==> config.mk <==
export PLATFORM = sky130hd
export DESIGN_NAME = seq_detector_prog
export DESIGN_NICKNAME = d
export VERILOG_FILES = /design/src/rtl/seq_detector_prog.sv
export SDC_FILE = /design/constraint.sdc
export NUM_CORES = 1
export LEC_CHECK = 0
export ABC_AREA = 1
export BUFFER_PORTS_ARGS = -buffer_cell sky130_fd_sc_hd__buf_2
export CAP_MARGIN = 20
export CORE_MARGIN = 5
export CORE_UTILIZATION = 40
export CTS_CLUSTER_DIAMETER = 40
export CTS_CLUSTER_SIZE = 12
export DETAILED_ROUTE_END_ITERATION = 8
export MAX_ROUTING_LAYER = met4
export PLACE_DENSITY_LB_ADDON = 0.15
export SYNTH_ARGS = -nofsm -noshare
export SYNTH_HDL_FRONTEND = slang
export SYNTH_SLANG_ARGS = --single-unit
==> constraint.sdc <==
create_clock -name clk -period 3.6 [get_ports clk]
set_input_delay 0.72 -clock clk [delete_from_list [all_inputs] [get_ports clk]]
set_output_delay 0.72 -clock clk [all_outputs]
set_load 0.1 [all_outputs]
==> src/rtl/seq_detector_prog.sv <==
// Runtime-programmable serial bit-pattern detector (length, pattern, overlap mode).
// Optional match counter built only when SEQ_DET_MATCH_COUNT_EN is defined.
module seq_detector_prog #(
  parameter int MAX_LEN = 8,
  parameter int LEN_W   = 4,
  parameter int CNT_W   = 8
) (
  input  logic               clk,
  input  logic               reset,
  input  logic               cfg_load,
  input  logic [MAX_LEN-1:0] cfg_pattern,
  input  logic [LEN_W-1:0]   cfg_len,
  input  logic               cfg_overlap,
  input  logic               in_valid,
  input  logic               in,
  input  logic               cnt_clr,
  output logic               match,
  output logic [CNT_W-1:0]   match_count,
  output logic               armed
);

  localparam logic [0:0] FILL  = 1'b0;
  localparam logic [0:0] ARMED = 1'b1;

  localparam logic [MAX_LEN-1:0] DEF_PATTERN = MAX_LEN'(4'b1011);
  localparam logic [LEN_W-1:0]   DEF_LEN     = LEN_W'(4);
  localparam logic [LEN_W-1:0]   LEN_MAX     = LEN_W'(MAX_LEN);

  logic [MAX_LEN-1:0] pattern_reg;
  logic [LEN_W-1:0]   len_reg;
  logic               overlap_reg;

  // Only MAX_LEN-1 past bits are ever compared; the incoming bit completes the window.
  logic [MAX_LEN-2:0] hist_reg;
  logic [LEN_W-1:0]   fill_reg;
  logic [0:0]         state_reg;
  logic               match_reg;

  logic [MAX_LEN-1:0] window;
  logic [MAX_LEN-1:0] mask;
  logic [LEN_W-1:0]   fill_next;
  logic [LEN_W-1:0]   len_clamped;
  logic               len_nonzero;
  logic               pattern_eq;
  logic               bit_accept;
  logic               hit_now;
  logic               full_next;

  assign window      = {hist_reg, in};
  assign len_nonzero = (len_reg != '0);
  assign len_clamped = (cfg_len > LEN_MAX) ? LEN_MAX : cfg_len;

  generate
    for (genvar gi = 0; gi < MAX_LEN; gi++) begin : g_mask
      assign mask[gi] = (len_reg > LEN_W'(gi));
    end
  endgenerate

  assign pattern_eq = (((window ^ pattern_reg) & mask) == '0);
  assign fill_next  = (fill_reg < len_reg) ? (fill_reg + LEN_W'(1)) : fill_reg;
  assign full_next  = len_nonzero && (fill_next == len_reg);
  // A new configuration discards any bit arriving in the same cycle.
  assign bit_accept = in_valid && !cfg_load;
  assign hit_now    = bit_accept && full_next && pattern_eq;

  always_ff @(posedge clk or posedge reset) begin
    if (reset) begin
      pattern_reg <= DEF_PATTERN;
      len_reg     <= DEF_LEN;
      overlap_reg <= 1'b1;
      hist_reg    <= '0;
      fill_reg    <= '0;
      state_reg   <= FILL;
      match_reg   <= 1'b0;
    end else if (cfg_load) begin
      pattern_reg <= cfg_pattern;
      len_reg     <= len_clamped;
      overlap_reg <= cfg_overlap;
      hist_reg    <= '0;
      fill_reg    <= '0;
      state_reg   <= FILL;
      match_reg   <= 1'b0;
    end else if (in_valid) begin
      hist_reg  <= window[MAX_LEN-2:0];
      match_reg <= hit_now;
      if (hit_now && !overlap_reg) begin
        fill_reg  <= '0;
        state_reg <= FILL;
      end else begin
        fill_reg  <= fill_next;
        state_reg <= full_next ? ARMED : FILL;
      end
    end else begin
      match_reg <= 1'b0;
    end
  end

  assign match = match_reg;
  assign armed = (state_reg == ARMED);

`ifdef SEQ_DET_MATCH_COUNT_EN
  logic [CNT_W-1:0] count_reg;

  // Clear wins over a coincident match; the count saturates at all-ones.
  always_ff @(posedge clk or posedge reset) begin
    if (reset) begin
      count_reg <= '0;
    end else if (cnt_clr) begin
      count_reg <= '0;
    end else if (hit_now && (count_reg != {CNT_W{1'b1}})) begin
      count_reg <= count_reg + CNT_W'(1);
    end
  end

  assign match_count = count_reg;
`else
  logic unused_cnt_clr;
  assign unused_cnt_clr = cnt_clr;
  assign match_count    = '0;
`endif

endmodule
---- Word level (Yosys, flattened, before mapping) ----
Index checks and enable logic that the tools add are counted.
storage, ports and cells
  flip-flop bits (word level) ............. 26
  bits of input ports ..................... 19
  output and inout bits ................... 10
  word-level logic and storage cells ...... 44
operators by class
  add/sub/neg operators ................... 1
  magnitude comparators ................... 10
  equality and inequality tests ........... 1
  multiplexer cells ....................... 13
  bitwise gates (word level) .............. 2
  reductions and logical operators ........ 10
operators by type and width
  operator             number
  $mux 4               5
  $gt 4x3->1 const B   4
  $mux 7               2
  $and 8x8->8          1
  $gt 4x1->1 const B   2
  $gt 4x2->1 const B   2
  $logic_not 8->1      1
  $xor 8x8->8          1
  $mux 1               6
  $logic_and 1x1->1    5
  $add 4x1->4 const B  1
  $eq 4x4->1           1
  $gt 4x4->1 const B   1
  $lt 4x4->1           1
  $reduce_bool 4->1    1
  $logic_not 1->1      2
  $reduce_bool 2->1    1

---- Longest topological paths before layout ----
  word-level depth ........................ 10
  mapped depth ............................ 15
  mapped depth without buffers ............ 15

---- Worst setup path after synthesis ----
No wires, ideal clock.
  path type ............................... reg2reg
  start point ............................. register len_reg[2]
  end point ............................... register state_reg, in the netlist armed
  library setup time ...................... 0.120 ns
  arrival ................................. 1.781 ns
  required time ........................... 3.480 ns
  path slack .............................. 1.699 ns
  cell stages (with the launch flop) ...... 15
  path buffers ............................ 0
  clock period less this slack ............ 1.901 ns
  path through ............................ dfstp_2 -> inv_2 -> ha_1 -> nand2_1 -> inv_2 -> nand2_4 -> nand3_1 -> nand3_1 -> nand2_1 -> nor2_2 -> nand2_2 -> nor2_4 -> nand3_2 -> nand2_1 -> nand2_1
between the ends
  cells in the longest elaborated chain, start to end .. 10
  elaborated cells on any way between the ends .. 22
  classes of those cells .................. order compare (9); eq/ne (1); mux (5); bitwise (1); reduce/logical (6)
RTL lines
  item                            RTL line  RTL
  start: declaration              30        logic [LEN_W-1:0] len_reg;
  start signal: assignment        77        len_reg <= len_clamped;
  $lt 4x4->1                      60        assign fill_next = (fill_reg < len_reg) ? (fill_reg + LEN_W'(1)) : fill_reg;
  $mux 4                          60
  $eq 4x4->1                      61        assign full_next = len_nonzero && (fill_next == len_reg);
  $logic_and 1x1->1               61
  $logic_and 1x1->1 (2 in a row)  64        assign hit_now = bit_accept && full_next && pattern_eq;
  $logic_and 1x1->1               86        if (hit_now && !overlap_reg) begin
  $mux 1 *                        86
  $mux 1 *                        83        end else if (in_valid) begin
  $mux 1 *                        75        end else if (cfg_load) begin
  end signal: assignment          91        state_reg <= full_next ? ARMED : FILL;
  end: declaration                36        logic [0:0] state_reg;
Every way passes the cells marked *; elsewhere a longest branch is shown, timed or not. The select of a mux whose other input is x is not followed.
A chain may end at the register's enable or synchronous reset.

---- Worst setup path after layout ----
  start point ............................. register len_reg[2]
  end point ............................... register fill_reg[3]
between the ends
  cells in the longest elaborated chain, start to end .. 10
  elaborated cells on any way between the ends .. 21
  classes of those cells .................. order compare (9); eq/ne (1); mux (4); bitwise (1); reduce/logical (6)
RTL lines
  item                            RTL line  RTL
  $lt 4x4->1                      60
  $mux 4                          60
  $eq 4x4->1                      61
  $logic_and 1x1->1               61
  $logic_and 1x1->1 (2 in a row)  64
  $logic_and 1x1->1               86
  $mux 4 *                        86
  $mux 4 *                        83
  $mux 4 *                        75
  end signal: assignment          90        fill_reg <= fill_next;
  end: declaration                35        logic [LEN_W-1:0] fill_reg;
Marks and branches as above.

==> results list <==
- Launching element type of the critical path: register
- STA puts the critical path data arrival time at 2.29 ns.
- Traced cell by cell, the critical path runs through inv_2, ha_1, nand2_1, inv_2, nand2_4, nand3_1, nand3_1, nand2_1, nor2_2, nand2_2, nor2_4, nand3_2, nand2_1, nand2_1.
- Final Max Tran Viols: 0
- The initial utilization of the core area, before any placement, comes to 41.0%.
- Count of unresolved DRC violations after routing: 0
- The library cell used most frequently in the layout, excluding fill and tap cells, is nand2_1.
- For this run, the number of Yosys warnings is 0.
- Critical Path Fanout Max: 7
- For this design the static power due to leakage is 0.867 nW.
- Setup skew after layout: roughly 0.002 ns
* Mux cell area share after synthesis: 0%
- Mean cell area of the mapped netlist: 7.58 um^2
* Share of total power in combinational logic: 24.6%
* Switch Pwr: about 0.23 mW
- Post-layout min period: 2.13 ns
- The mapped netlist covers 1500 um^2.
- Detailed placement ended at an HPWL of 2.29 mm.
* Clock Latency Late Sink: 0.26 ns
* Routed wire length: 3.01 mm
* Max Freq: 470 MHz
- Per report_power, the sequential group accounts for between 40 and 50% of the total.
* Wire length of the first global-routing pass: 5.26 mm
* Transition time at the pin with the least slew margin: 0.544 ns
- Measured against its own limit, the worst slew margin works out to a little under two thirds.
* CTS tree: done
- After detailed placement, the total cell area comes to 1610 um^2.
- Number of resized instances in the post-cts repair step: 0
* Worst Path Class, Setup: reg -> reg
* Post-detailed-route wirelength per cell: 11.3 um
- For this run, the detailed router's first-pass iteration total came to 4.
- Counting distinct cell types in the post-synthesis netlist gives 26.
- Clock buffers created by TritonCTS: 3
- Number of flip-flops in the largest register: 8
- Slowest Stage Delay on Critical Path: approximately 0.61 ns
- Summed over all failing endpoints, the final setup total negative slack is 0 ns.
- Critical-path cell with the highest stage delay: dfstp_2
- CTS built an H-tree with a depth of 1.
* Clock transition at the registers of the reported paths: 0.09 ns
* Clock sink total: 26
* Fill cell count: 387
- The net count of the finished layout is 242.
* Width of the die: 71.2 um
- Of the total synthesized cell area, the portion taken by XOR and XNOR cells is 2.92%.
* Final number of hold-violating endpoints: 0
* Unrepaired setup endpoints after global routing: no
* Input/output buffers: 19
- Entering global routing, the biggest net connects 27 pins.
* Cell repeated most along the worst path: nand2_1
- Post-CTS repair timing setup buffer count: 0
- Post-synthesis share of cell area spent on full adders, half adders and majority gates: under 10%
- Global routing used 13.0% of the available tracks.
- In this run the standard cell core region covers 3660 um^2.
* Total setup violations reported at the end of the flow: 0
- Critical path launch point: len_reg[2]
- Sequential element share of the synthesized area: between 40% and 50%
- Synthesized-area fraction occupied by ao, oa, aoi and oai cells: 10.0%
* Total instance count after detailed placement: about 260
* Mapped Cells: 198
- The number of buffers and inverters on the critical path is 2.
* Starting DRT DRC Count: 38
* Reg-to-Reg Start: len_reg[2]
- Power spread over the standard cell area amounts to 407 nW/um^2.
- The area growth from synthesis to layout is 12.0%.
- Core Util, Final: 45.9%
* Proportion of layout cells with a drive suffix above 1: roughly 21%
* Number of non-filler instances in the completed layout: 266
- Area of combinational cells with multiple inputs: 708 um^2
* Final standard cell area without fillers: around 1700 um^2
* Cell family with most CP delay: simple AND/OR/NAND/NOR gates
- Pin placement for this block handled 29 I/O pins.
- Initial antenna violation count: 0
- Relative contribution of the clock network to total power: around 27%
- Post-synthesis register bit count: 26
* Number of global-route vias before repair: 1,238
* Total internal power: 0.458 mW
- Synthesized-area fraction occupied by and/or/nand/nor cells: 28.9%
- Number of antenna-violating nets in the routed design: 0
- In the layout the commonest cells are 67 x nand2_1, 21 x dfrtp_1, 19 x buf_2.
- Max-capacitance violation count: 0
- Count of standard-cell rows: 22
- Hold Buf Count CTS: 0
* Fraction of power spent switching nets: approximately a third
- Tightest hold margin: about 0.44 ns
- No sink is reached through more buffers than the 2 on the longest clock path.
- Diodes inserted: 0
- Maximum ir drop on the vdd rail: 0.229 mV
- After synthesis, the largest family of logic cells by area is simple AND/OR/NAND/NOR gates.
* Period utilization: roughly three fifths
- Registers take 657 um^2.
- The tree is rooted in a clkbuf_8.
* Die Area: 5080 um^2
- Vias per inst: 4.67
- At the end of routability-driven placement, the weighted congestion stood at 0.823.
- CP required: 3.76 ns
* GRT Residual Overflow: 0
- Die H: 71.2 um
* Run status: finished, final reports clean
- Vias post-DR: ~1.2k
- The worst setup path is captured at a register.
- The worst hold path belongs to the class in -> async.
==> Yosys cell counts <==
cell / n / area, um^2
a21oi_1: 8 / 40.0
buf_4: 8 / 60.1
clkbuf_1: 3 / 11.3
clkinv_1: 1 / 3.75
conb_1: 1 / 3.75
dfrtp_1: 21 / 526
dfstp_2: 5 / 131
ha_1: 4 / 50.1
inv_1: 16 / 60.1
inv_2: 7 / 26.3
nand2_1: 67 / 251
nand2_2: 4 / 25.0
nand2_4: 2 / 22.5
nand3_1: 12 / 60.1
nand3_2: 1 / 10.0
nand4_1: 1 / 6.26
nor2_1: 8 / 30.0
nor2_2: 1 / 6.26
nor2_4: 1 / 11.3
nor3_1: 1 / 5.00
nor4_1: 1 / 6.26
o211ai_1: 1 / 7.51
o21ai_0: 2 / 10.0
o21ai_1: 11 / 55.1
o22ai_1: 6 / 37.5
xor2_1: 5 / 43.8
==> per-layer routing <==
layer	vias up	GRT usage, %	part of all wire [%]
li1	651	-	-
met1	567	16.1	46
met2	22	22.0	49
met3	2	2.38	4.4
met4	0	3.13	0.46
met5	-	-	0
==> worst reg2reg max path, stage by stage (launching register included) <==
cell and delay [ns]:
dfstp_2 0.61, inv_2 0.07, ha_1 0.29, nand2_1 0.08, inv_2 0.04, nand2_4 0.10
nand3_1 0.14, nand3_1 0.12, nand2_1 0.06, nor2_2 0.11, nand2_2 0.07, nor2_4 0.10
nand3_2 0.12, nand2_1 0.08, nand2_1 0.05
==> worst paths after layout <==
kind,slack [ns],cells after the start,to
setup reg to reg,1.47,14,fill_reg[3]
hold / removal,0.44,2,hist_reg[5]
min in group clk,0.48,2,pattern_reg[0]
hold reg to reg,0.48,2,pattern_reg[0]
setup / recovery,1.47,14,fill_reg[3]
max in group asynchronous,2.63,3,len_reg[2]
==> cells by family (layout without fill, tap and decap cells) <==
logic type | count (synthesis) | after routing
compound gates | 28 | 28
other cells | 1 | 8
buf+inv | 35 | 48
xor+xnor | 5 | 5
flops | 26 | 26
simple gates | 99 | 99
fa+ha+maj | 4 | 4
==> power groups by stage <==
stage                     clock, mW  sequential, mW  combinational (mW)
after CTS                     0.189           0.331               0.169
after global placement            0           0.336               0.168
final                         0.185           0.330               0.168
after detailed placement          0           0.336               0.168
after floorplan                   0           0.335               0.141
after global routing          0.200           0.334               0.189
==> through the flow <==
stage	worst slack [ns]	total power [mW]
2_1_floorplan	1.70	0.476
3_3_place_gp	1.26	0.504
3_5_place_dp	1.26	0.504
4_1_cts	1.47	0.688
5_1_grt	1.27	0.723
6_report	1.47	0.684
==> layout make-up <==
cell class | count | share of cell area (%)
Sequential cell | 26 | 39.1
Timing Repair Buffer | 20 | 6.55
Clock buffer | 4 | 3.28
Tap cell | 48 | 3.57
Inverter | 24 | 5.36
Multi-Input combinational cell | 144 | 42.1
No activity file was read; power rests on OpenSTA's default activity.
